===== config.mk =====
export PLATFORM = sky130hd
export DESIGN_NAME = led_pattern_engine_flat
export DESIGN_NICKNAME = d
export VERILOG_FILES = /design/src/rtl/led_pkg.sv /design/src/rtl/led_pattern_engine_if.sv /design/src/rtl/led_tick_gen.sv /design/src/rtl/led_pattern_engine.sv /design/src/flat_wrapper.sv
export SDC_FILE = /design/constraint.sdc
export NUM_CORES = 1
export LEC_CHECK = 0
export BUFFER_PORTS_ARGS = -buffer_cell sky130_fd_sc_hd__clkbuf_2
export CAP_MARGIN = 10
export CORE_AREA = 2 2 99 101
export CTS_CLUSTER_DIAMETER = 40
export DETAILED_ROUTE_END_ITERATION = 10
export DIE_AREA = 0 0 101 103
export GPL_TIMING_DRIVEN = 0
export HOLD_SLACK_MARGIN = 0.08
export SYNTH_ARGS = -nofsm -noshare
export SYNTH_HDL_FRONTEND = slang
export SYNTH_SLANG_ARGS = --single-unit

===== constraint.sdc =====
create_clock -name clk -period 6.4 [get_ports clk]
set_clock_uncertainty 0.05 [all_clocks]
set_input_delay 0.64 -clock clk [delete_from_list [all_inputs] [get_ports clk]]
set_output_delay 0.64 -clock clk [all_outputs]
set_load 0.02 [all_outputs]

===== src/rtl/led_pkg.sv =====
// Shared mode codes, direction encoding and status-word bit positions
// for the LED pattern engine.
package led_pkg;

  localparam int unsigned MODE_W  = 2;
  localparam int unsigned SPEED_W = 2;

  typedef enum logic [MODE_W-1:0] {
    MODE_ROTL   = 2'd0,
    MODE_ROTR   = 2'd1,
    MODE_BOUNCE = 2'd2,
    MODE_BLINK  = 2'd3
  } mode_e;

  typedef enum logic {
    DIR_LEFT  = 1'b0,
    DIR_RIGHT = 1'b1
  } dir_e;

  localparam int unsigned ST_MODE_LSB  = 0;
  localparam int unsigned ST_PAUSE_BIT = 2;
  localparam int unsigned ST_DIR_BIT   = 3;

endpackage


===== src/rtl/led_pattern_engine_if.sv =====
// Config/control inputs and LED outputs of the pattern engine, bundled as one bus.
interface led_pattern_engine_if
  import led_pkg::*;
#(
  parameter int unsigned W = 8
);
  logic [MODE_W-1:0]  cfg_mode;
  logic [SPEED_W-1:0] cfg_speed;
  logic               cfg_load;
  logic               pause;
  logic               step;
  logic [W-1:0]       led_display;
  logic [W-1:0]       debug_led;
  logic [W-1:0]       status_led;
  logic               tick;

  modport master (
    output cfg_mode, cfg_speed, cfg_load, pause, step,
    input  led_display, debug_led, status_led, tick
  );

  modport slave (
    input  cfg_mode, cfg_speed, cfg_load, pause, step,
    output led_display, debug_led, status_led, tick
  );
endinterface


===== src/rtl/led_tick_gen.sv =====
// Programmable step-event generator: free-running divider with pause hold
// and manual single-step while paused.
module led_tick_gen
  import led_pkg::*;
#(
  parameter int unsigned TICK_DIV = 50_000_000
) (
  input  logic               clk,
  input  logic               rst,
  input  logic [SPEED_W-1:0] speed,
  input  logic               pause,
  input  logic               step,
  input  logic               clr,
  output logic               step_evt
);

  localparam int unsigned CW = (TICK_DIV > 2) ? $clog2(TICK_DIV) : 1;

  logic [CW-1:0] cnt;
  logic [CW-1:0] last_c;

  // Terminal count for the active speed; the >= guard keeps a stale count safe.
  always_comb begin
    last_c = CW'((TICK_DIV >> speed) - 32'd1);
  end

  assign step_evt = pause ? step : (cnt >= last_c);

  always_ff @(posedge clk) begin
    if (rst) begin
      cnt <= '0;
    end else if (clr) begin
      cnt <= '0;
    end else if (!pause) begin
      cnt <= (cnt >= last_c) ? '0 : cnt + CW'(1);
    end
  end

endmodule


===== src/rtl/led_pattern_engine.sv =====
// Running-light pattern engine: one pattern register stepped through four modes,
// with double-buffered config that takes effect on the next step.
module led_pattern_engine
  import led_pkg::*;
#(
  parameter int unsigned W            = 8,
  parameter int unsigned TICK_DIV     = 50_000_000,
  parameter logic [W-1:0] INIT_PATTERN = W'(1)
) (
  input  logic                 clk,
  input  logic                 rst,
  led_pattern_engine_if.slave  bus
);

  logic [W-1:0]       pattern;
  logic [W-1:0]       next_pattern_c;
  dir_e               dir;
  dir_e               next_dir_c;
  mode_e              mode;
  mode_e              pend_mode;
  logic [SPEED_W-1:0] speed;
  logic [SPEED_W-1:0] pend_speed;
  logic               pend_valid;
  logic               step_evt;
  logic               apply_c;
  logic               restart_c;
  logic [W-1:0]       status_c;
  logic [W-1:0]       rst_status_c;

  led_tick_gen #(
    .TICK_DIV (TICK_DIV)
  ) u_tick_gen (
    .clk      (clk),
    .rst      (rst),
    .speed    (speed),
    .pause    (bus.pause),
    .step     (bus.step),
    .clr      (apply_c),
    .step_evt (step_evt)
  );

  // Pattern advance under the currently active mode.
  always_comb begin
    next_pattern_c = pattern;
    next_dir_c     = dir;
    case (mode)
      MODE_ROTL: next_pattern_c = {pattern[W-2:0], pattern[W-1]};
      MODE_ROTR: next_pattern_c = {pattern[0], pattern[W-1:1]};
      MODE_BOUNCE: begin
        if (dir == DIR_LEFT) begin
          if (pattern[W-1]) begin
            next_dir_c     = DIR_RIGHT;
            next_pattern_c = pattern >> 1;
          end else begin
            next_pattern_c = pattern << 1;
          end
        end else begin
          if (pattern[0]) begin
            next_dir_c     = DIR_LEFT;
            next_pattern_c = pattern << 1;
          end else begin
            next_pattern_c = pattern >> 1;
          end
        end
      end
      MODE_BLINK: next_pattern_c = ~pattern;
      default: ;
    endcase
  end

  always_comb begin
    apply_c   = step_evt & pend_valid;
    restart_c = apply_c && (pend_mode == MODE_BOUNCE) && (mode != MODE_BOUNCE);
  end

  always_comb begin
    status_c                           = '0;
    status_c[ST_MODE_LSB +: MODE_W]    = mode;
    status_c[ST_PAUSE_BIT]             = bus.pause;
    status_c[ST_DIR_BIT]               = dir;
    rst_status_c                       = '0;
    rst_status_c[ST_PAUSE_BIT]         = bus.pause;
  end

  always_ff @(posedge clk) begin
    if (rst) begin
      pattern         <= INIT_PATTERN;
      dir             <= DIR_LEFT;
      mode            <= MODE_ROTL;
      speed           <= '0;
      pend_mode       <= MODE_ROTL;
      pend_speed      <= '0;
      pend_valid      <= 1'b0;
      bus.led_display <= '0;
      bus.debug_led   <= '0;
      bus.tick        <= 1'b0;
      bus.status_led  <= rst_status_c;
    end else begin
      bus.tick       <= step_evt;
      bus.status_led <= status_c;
      if (step_evt) begin
        bus.led_display <= pattern;
        bus.debug_led   <= ~pattern;
        pattern         <= next_pattern_c;
        dir             <= next_dir_c;
      end
      if (apply_c) begin
        mode       <= pend_mode;
        speed      <= pend_speed;
        pend_valid <= 1'b0;
      end
      // Entering BOUNCE restarts from a single lit LED moving left.
      if (restart_c) begin
        pattern <= W'(1);
        dir     <= DIR_LEFT;
      end
      // A load on the apply edge is kept for the following step.
      if (bus.cfg_load) begin
        pend_mode  <= mode_e'(bus.cfg_mode);
        pend_speed <= bus.cfg_speed;
        pend_valid <= 1'b1;
      end
    end
  end

endmodule


===== src/flat_wrapper.sv =====
// flat-port wrapper written by rule: the top's interface ports become plain ports
module led_pattern_engine_flat import led_pkg::*;
#(
  parameter int unsigned W            = 8,
  parameter int unsigned TICK_DIV     = 50_000_000,
  parameter logic [W-1:0] INIT_PATTERN = W'(1)
)
  (clk, rst, bus_cfg_mode, bus_cfg_speed, bus_cfg_load, bus_pause, bus_step, bus_led_display, bus_debug_led, bus_status_led, bus_tick);
  led_pattern_engine_if #(.W(W)) bus_i ();
  input  logic clk;
  input  logic rst;
  input wire logic [$bits(bus_i.cfg_mode)-1:0] bus_cfg_mode;
  input wire logic [$bits(bus_i.cfg_speed)-1:0] bus_cfg_speed;
  input wire logic [$bits(bus_i.cfg_load)-1:0] bus_cfg_load;
  input wire logic [$bits(bus_i.pause)-1:0] bus_pause;
  input wire logic [$bits(bus_i.step)-1:0] bus_step;
  output wire logic [$bits(bus_i.led_display)-1:0] bus_led_display;
  output wire logic [$bits(bus_i.debug_led)-1:0] bus_debug_led;
  output wire logic [$bits(bus_i.status_led)-1:0] bus_status_led;
  output wire logic [$bits(bus_i.tick)-1:0] bus_tick;
  assign bus_i.cfg_mode = bus_cfg_mode;
  assign bus_i.cfg_speed = bus_cfg_speed;
  assign bus_i.cfg_load = bus_cfg_load;
  assign bus_i.pause = bus_pause;
  assign bus_i.step = bus_step;
  assign bus_led_display = bus_i.led_display;
  assign bus_debug_led = bus_i.debug_led;
  assign bus_status_led = bus_i.status_led;
  assign bus_tick = bus_i.tick;
  led_pattern_engine #(.W(W), .TICK_DIV(TICK_DIV), .INIT_PATTERN(INIT_PATTERN)) u_core (.clk(clk), .rst(rst), .bus(bus_i));
endmodule

# Word level (Yosys, flattened, before mapping)
# Index checks and enable logic that the tools add are counted.
classes:
  eq_ne: 5
  mux: 11
  multipliers: 0
  bitwise_logic: 2
  addsub: 2
  magnitude_cmp: 1
  div: 0
  shift: 1
  reduce_logical: 7
ops:
  columns: ["operator", "count"]
  rows:
  - ["$pmux W8 S4", 1]
  - ["$add A26 B1 Y26 const B", 1]
  - ["$ge A26 B26 Y1", 1]
  - ["$mux W26", 1]
  - ["$shr A26 B2 Y26 const A", 1]
  - ["$sub A26 B1 Y26 const B", 1]
  - ["$mux W8", 3]
  - ["$not A8 Y8", 1]
  - ["$eq A2 B2 Y1 const B", 3]
  - ["$mux W1", 6]
  - ["$reduce_or A2 Y1", 2]
  - ["$eq A2 B1 Y1 const B", 1]
  - ["$logic_and A1 B1 Y1", 2]
  - ["$logic_not A2 Y1", 1]
  - ["$ne A2 B2 Y1 const B", 1]
  - ["$reduce_and A2 Y1", 1]
  - ["$reduce_bool A2 Y1", 1]
  - ["$and A1 B1 Y1", 1]
totals:
  ram_bits: 0
  mem_bits_ro: 0
  wordCells: 42
  latch_bits: 0
  register_bits: 69
  mem_count: 0
  in_bits: 9

# Longest topological paths before layout
depth:
  ltp_word: 8
  mapped_depth: 15

# Modules after synthesis
# Synthesis repeated with hierarchy kept, for this count alone.
hier_totals:
  hier_cells: 403
  hier_area_um2: 3588.4
by_module_without_submodules:
  columns: ["module", "instances", "area_per_inst_um2", "cells_per_inst"]
  rows:
  - ["led_tick_gen", 1, 1939.4, 214]
  - ["led_pattern_engine", 1, 1649.1, 189]

# Worst setup path before layout
# OpenSTA, ideal clock, no wires.
synth_timing:
  kind: "flip-flop to flip-flop"
  from: "register u_core.speed[1]"
  to: "register u_core.mode[0]"
  synth_period_minus_slack_ns: 2.605
  required_time_ns: 6.227
  setup_time_ns: 0.123
  path_slack_ns: 3.795
  t_arrival_ns: 2.432
  path_stages_with_launch: 13
  cell_sequence: "dfxtp_1 > nor2b_1 > buf_4 > inv_1 > ha_1 > ha_1 > a211oi_1 > o211ai_1 > nand3_1 > a31oi_1 > buf_4 > and2_4 > mux2_1"
synth_via:
  elab_chain_len: 5
synth_lines:
  columns: ["element", "line_no", "source"]
  rows:
  - ["start: declaration", "led_pattern_engine.sv:21", "logic [SPEED_W-1:0] speed;"]
  - ["start signal: assignment", "led_pattern_engine.sv:109", "speed <= pend_speed;"]
  - ["$shr A26 B2 Y26", "led_tick_gen.sv:24", "last_c = CW'((TICK_DIV >> speed) - 32'd1);"]
  - ["$sub A26 B1 Y26", "led_tick_gen.sv:24", null]
  - ["$ge A26 B26 Y1", "led_tick_gen.sv:27", "assign step_evt = pause ? step : (cnt >= last_c);"]
  - ["$mux W1", "led_tick_gen.sv:27", null]
  - ["$and A1 B1 Y1", "led_pattern_engine.sv:72", "apply_c = step_evt & pend_valid;"]
  - ["end signal: assignment", "led_pattern_engine.sv:108", "mode <= pend_mode;"]
  - ["end: declaration", "led_pattern_engine.sv:19", "mode_e mode;"]
# No other way between the ends.
# A chain may end at the register's enable or synchronous reset.

# Final worst setup path
layout_timing:
  from: "register u_core.speed[0]"
  to: "register u_core.u_tick_gen.cnt[20]"
layout_via:
  elab_chain_len: 6
  elab_cells_between_ends: 7
layout_lines:
  columns: ["element", "line_no", "source"]
  rows:
  - ["$shr A26 B2 Y26 *", "led_tick_gen.sv:24", null]
  - ["$sub A26 B1 Y26 *", "led_tick_gen.sv:24", null]
  - ["$ge A26 B26 Y1 *", "led_tick_gen.sv:27, led_tick_gen.sv:35", null]
  - ["$mux W1", "led_tick_gen.sv:27", null]
  - ["$and A1 B1 Y1", "led_pattern_engine.sv:72", null]
  - ["$reduce_or A2 Y1 (no source line)", null, null]
  - ["end signal: assignment", "led_tick_gen.sv:35", "cnt <= (cnt >= last_c) ? '0 : cnt + CW'(1);"]
  - ["end: declaration", "led_tick_gen.sv:19", "logic [CW-1:0] cnt;"]
# Mark *: on every way between the ends. The rest lies on a longest branch, timed or not.

==> metrics <==
# resized after CTS 0; final wirelength 8869 um; Final Util 44.47%; pin count of the biggest net entering global routing 14; total congestion overflow 0; hold_sp bus_pause; fin worst setup slack 3297 ps; CP endpoint kind flop; worst-skew pair later-pin latency 340 ps; core area 9459 sq um; period utilization 48.49%; CP Cell Sequence inv_1, nand2_1, inv_1, ha_1, a211oi_1, o21bai_1, maj3_1, nand3_1, a31oi_1, buf_4, a21oi_1, o311a_1; warnings from Yosys 0; layout cells sized above 1 17.51%; Yosys reg bits 65; CTS Hold Buffers Added 0; worst min path class input pin to flop; via count 3,225; DIE AREA 10,400 sq um; Tmin final 3103 ps; Final nets 499; reg2reg start u_core.speed[0]; Leakage 0.001755 uW; die height 103 um; Final HPWL DP 6428 um; CP arrival 3340 ps; drt drc 0; fillers 967; Initial DRT Pass Iterations 4; Worst Tran Pin Value 574.2 ps; Buffers on Ports 28; via/cell ratio 5.485; Antenna diodes 0; synthesized cell area 3656 sq um; slowest stage delay, CP 480 ps; leading cell type in the layout, fill and taps excluded dfxtp_1; Clock transition at path regs 80 ps; Max IR drop VDD 0.1028 mV; Reg2Reg Depth 12; Sink Count 65; Critical R2R Capture u_core.u_tick_gen.cnt[20]; Synth area leaders dfxtp_1 36%, ha_1 7.2%, mux2i_1 5.7%, nor2_1 4.6%, nand2_1 4.3%; slowest CP cell dfxtp_1; Final Wtd Congestion 0.8678; Slew Limit Fails 0; syn avg cell area 8.602 sq um; crit path kind flop to flop; # rows 36; die width 101 um; predominant post-synthesis flop cell dfxtp_1; Post-CTS Setup Repair Bufs 0; most frequent CP cell inv_1; CTS H-tree depth 3; Peak Freq 322.2 MHz; number of synthesized flops with an enable pin 0; max_cap viols 0; Worst EP required 6630 ps; largest area contributor in the netlist dfxtp_1; pwr dens 229.5 nW/um^2; Area Growth Syn to Fin 15.06%; vias in the first global route 2,822; Hold Path Stages 1; RSZ-0062 raised after global routing false; total CTS buffers 9; status finished, final reports clean; worst path bufs/invs 3; IO Count 34; first-pass GRT wire length 14,390 um; Initial Utilization 38.65%; Critical Path Source Type flop; initial antenna violation count 0; CTS tree done; Gate Count Post-Synth 425; pre-CTS setup slack 3277 ps; most frequent cells in the layout 65 x dfxtp_1, 45 x nor2_1, 42 x nand2_1, 28 x clkbuf_2, 23 x a21oi_1; Setup Total Neg Slack 0 ps; Root Buffer clkbuf_8; FF-to-FF setup slack 3300 ps; Hold Vio Cnt, Final 0; drt wl/cell 15.08 um; Seq/Total Area, Yosys 35.59%; crit path max fanout 10; CP top delay family compound AO/OA/AOI/OAI gates; Final setup viols 0; Synth top area share 35.59%; antenna-violating nets left 0; Slew headroom 61.72%; Max Root-Sink Buffers 2; final hold slack 354.3 ps; CP Launch Point u_core.speed[0]; hold path endpoint u_core.bus.status_led[2]; fraction of registers with async set/reset 0%; Tot GR Track Use 17.66%; initial DRC count 149; Synth cell types 64
==> routing by layer <==
layer	up-vias	track usage, %	routed length (um)
li1	1608	-	-
met1	1514	24.29	4279
met2	94	27.90	3979
met3	9	4.339	491
met4	0	4.366	118
met5	-	0	0
==> how the worst max path moves through the flow <==
stage,end,cells past startpoint,slack (ps)
floorplan,u_core.mode[0],12,3790
global placement,u_core.u_tick_gen.cnt[20],12,3270
detailed placement,u_core.u_tick_gen.cnt[20],12,3280
CTS,u_core.u_tick_gen.cnt[20],12,3250
global route,u_core.u_tick_gen.cnt[20],12,3040
finish,u_core.u_tick_gen.cnt[20],12,3300
==> sequential cells by signal, summed over array words and instances (netlist names) <==
| register | count |
|---|---|
| u_core.bus.debug_led | 8 |
| u_core.bus.led_display | 8 |
| u_core.bus.status_led | 4 |
| u_core.bus.tick | 1 |
| u_core.dir | 1 |
| u_core.mode | 2 |
| u_core.pattern | 8 |
| u_core.pend_mode | 2 |
| u_core.pend_speed | 2 |
| u_core.pend_valid | 1 |
| u_core.speed | 2 |
| u_core.u_tick_gen.cnt | 26 |
==> cells by family after synthesis <==
logic type	share of synthesized area, %
AOI/OAI and AO/OA	20.77
adders and majority gates	7.769
and+or+nand+nor	21.12
DFF	35.59
xor gates and xnor gates	1.198
muxes	6.365
other	0.2054
buffers and inverters	6.981
==> per-stage QoR <==
| step | instances | area (sq um) | power, uW |
|---|---|---|---|
| after floorplan | 430 | 3675 | 509.8 |
| after global placement | 572 | 3958 | 539.0 |
| after detailed placement | 572 | 3958 | 540.6 |
| after CTS | 588 | 4207 | 976.4 |
| after global routing | 588 | 4207 | 1009 |
| final | 588 | 4207 | 965.4 |
==> layout make-up <==
class                           instances  area, sq um  area share (%)
Timing Repair Buffer                   28        140.1           3.331
Inverter                               20        75.07           1.785
Clock inverter                          7        125.1           2.974
Sequential cell                        65         1301           30.93
Tap cell                              114        142.6           3.391
Buffer                                 27        180.2           4.283
Clock buffer                            9        123.9           2.945
Multi-Input combinational cell        318         2118           50.36
==> where the power goes <==
group / internal (uW) / leakage [uW] / switching (uW)
Combinational: 37.5 / 0.00110 / 62.5
Clock: 263 / 0.000124 / 171
Sequential: 418 / 0.000530 / 13.0
Total: 718 / 0.00176 / 247
==> Yosys cell counts, types with 4 or more instances <==
cell / instances
a211oi_2: 7
nand2_1: 42
clkbuf_1: 7
nand4_1: 5
dfxtp_1: 65
buf_4: 7
a221oi_1: 4
nor2_1: 45
buf_6: 4
a31oi_1: 6
o21ai_0: 20
or3_1: 4
inv_1: 19
ha_1: 21
nand3_1: 15
a22oi_1: 4
and3_1: 4
nor2b_1: 11
a21oi_1: 23
buf_2: 6
and2_1: 4
a311oi_1: 9
mux2i_1: 21
nor3_1: 6
a21o_1: 7
xnor2_1: 4
nand2b_1: 5
No activity file was read; power rests on OpenSTA's default activity.
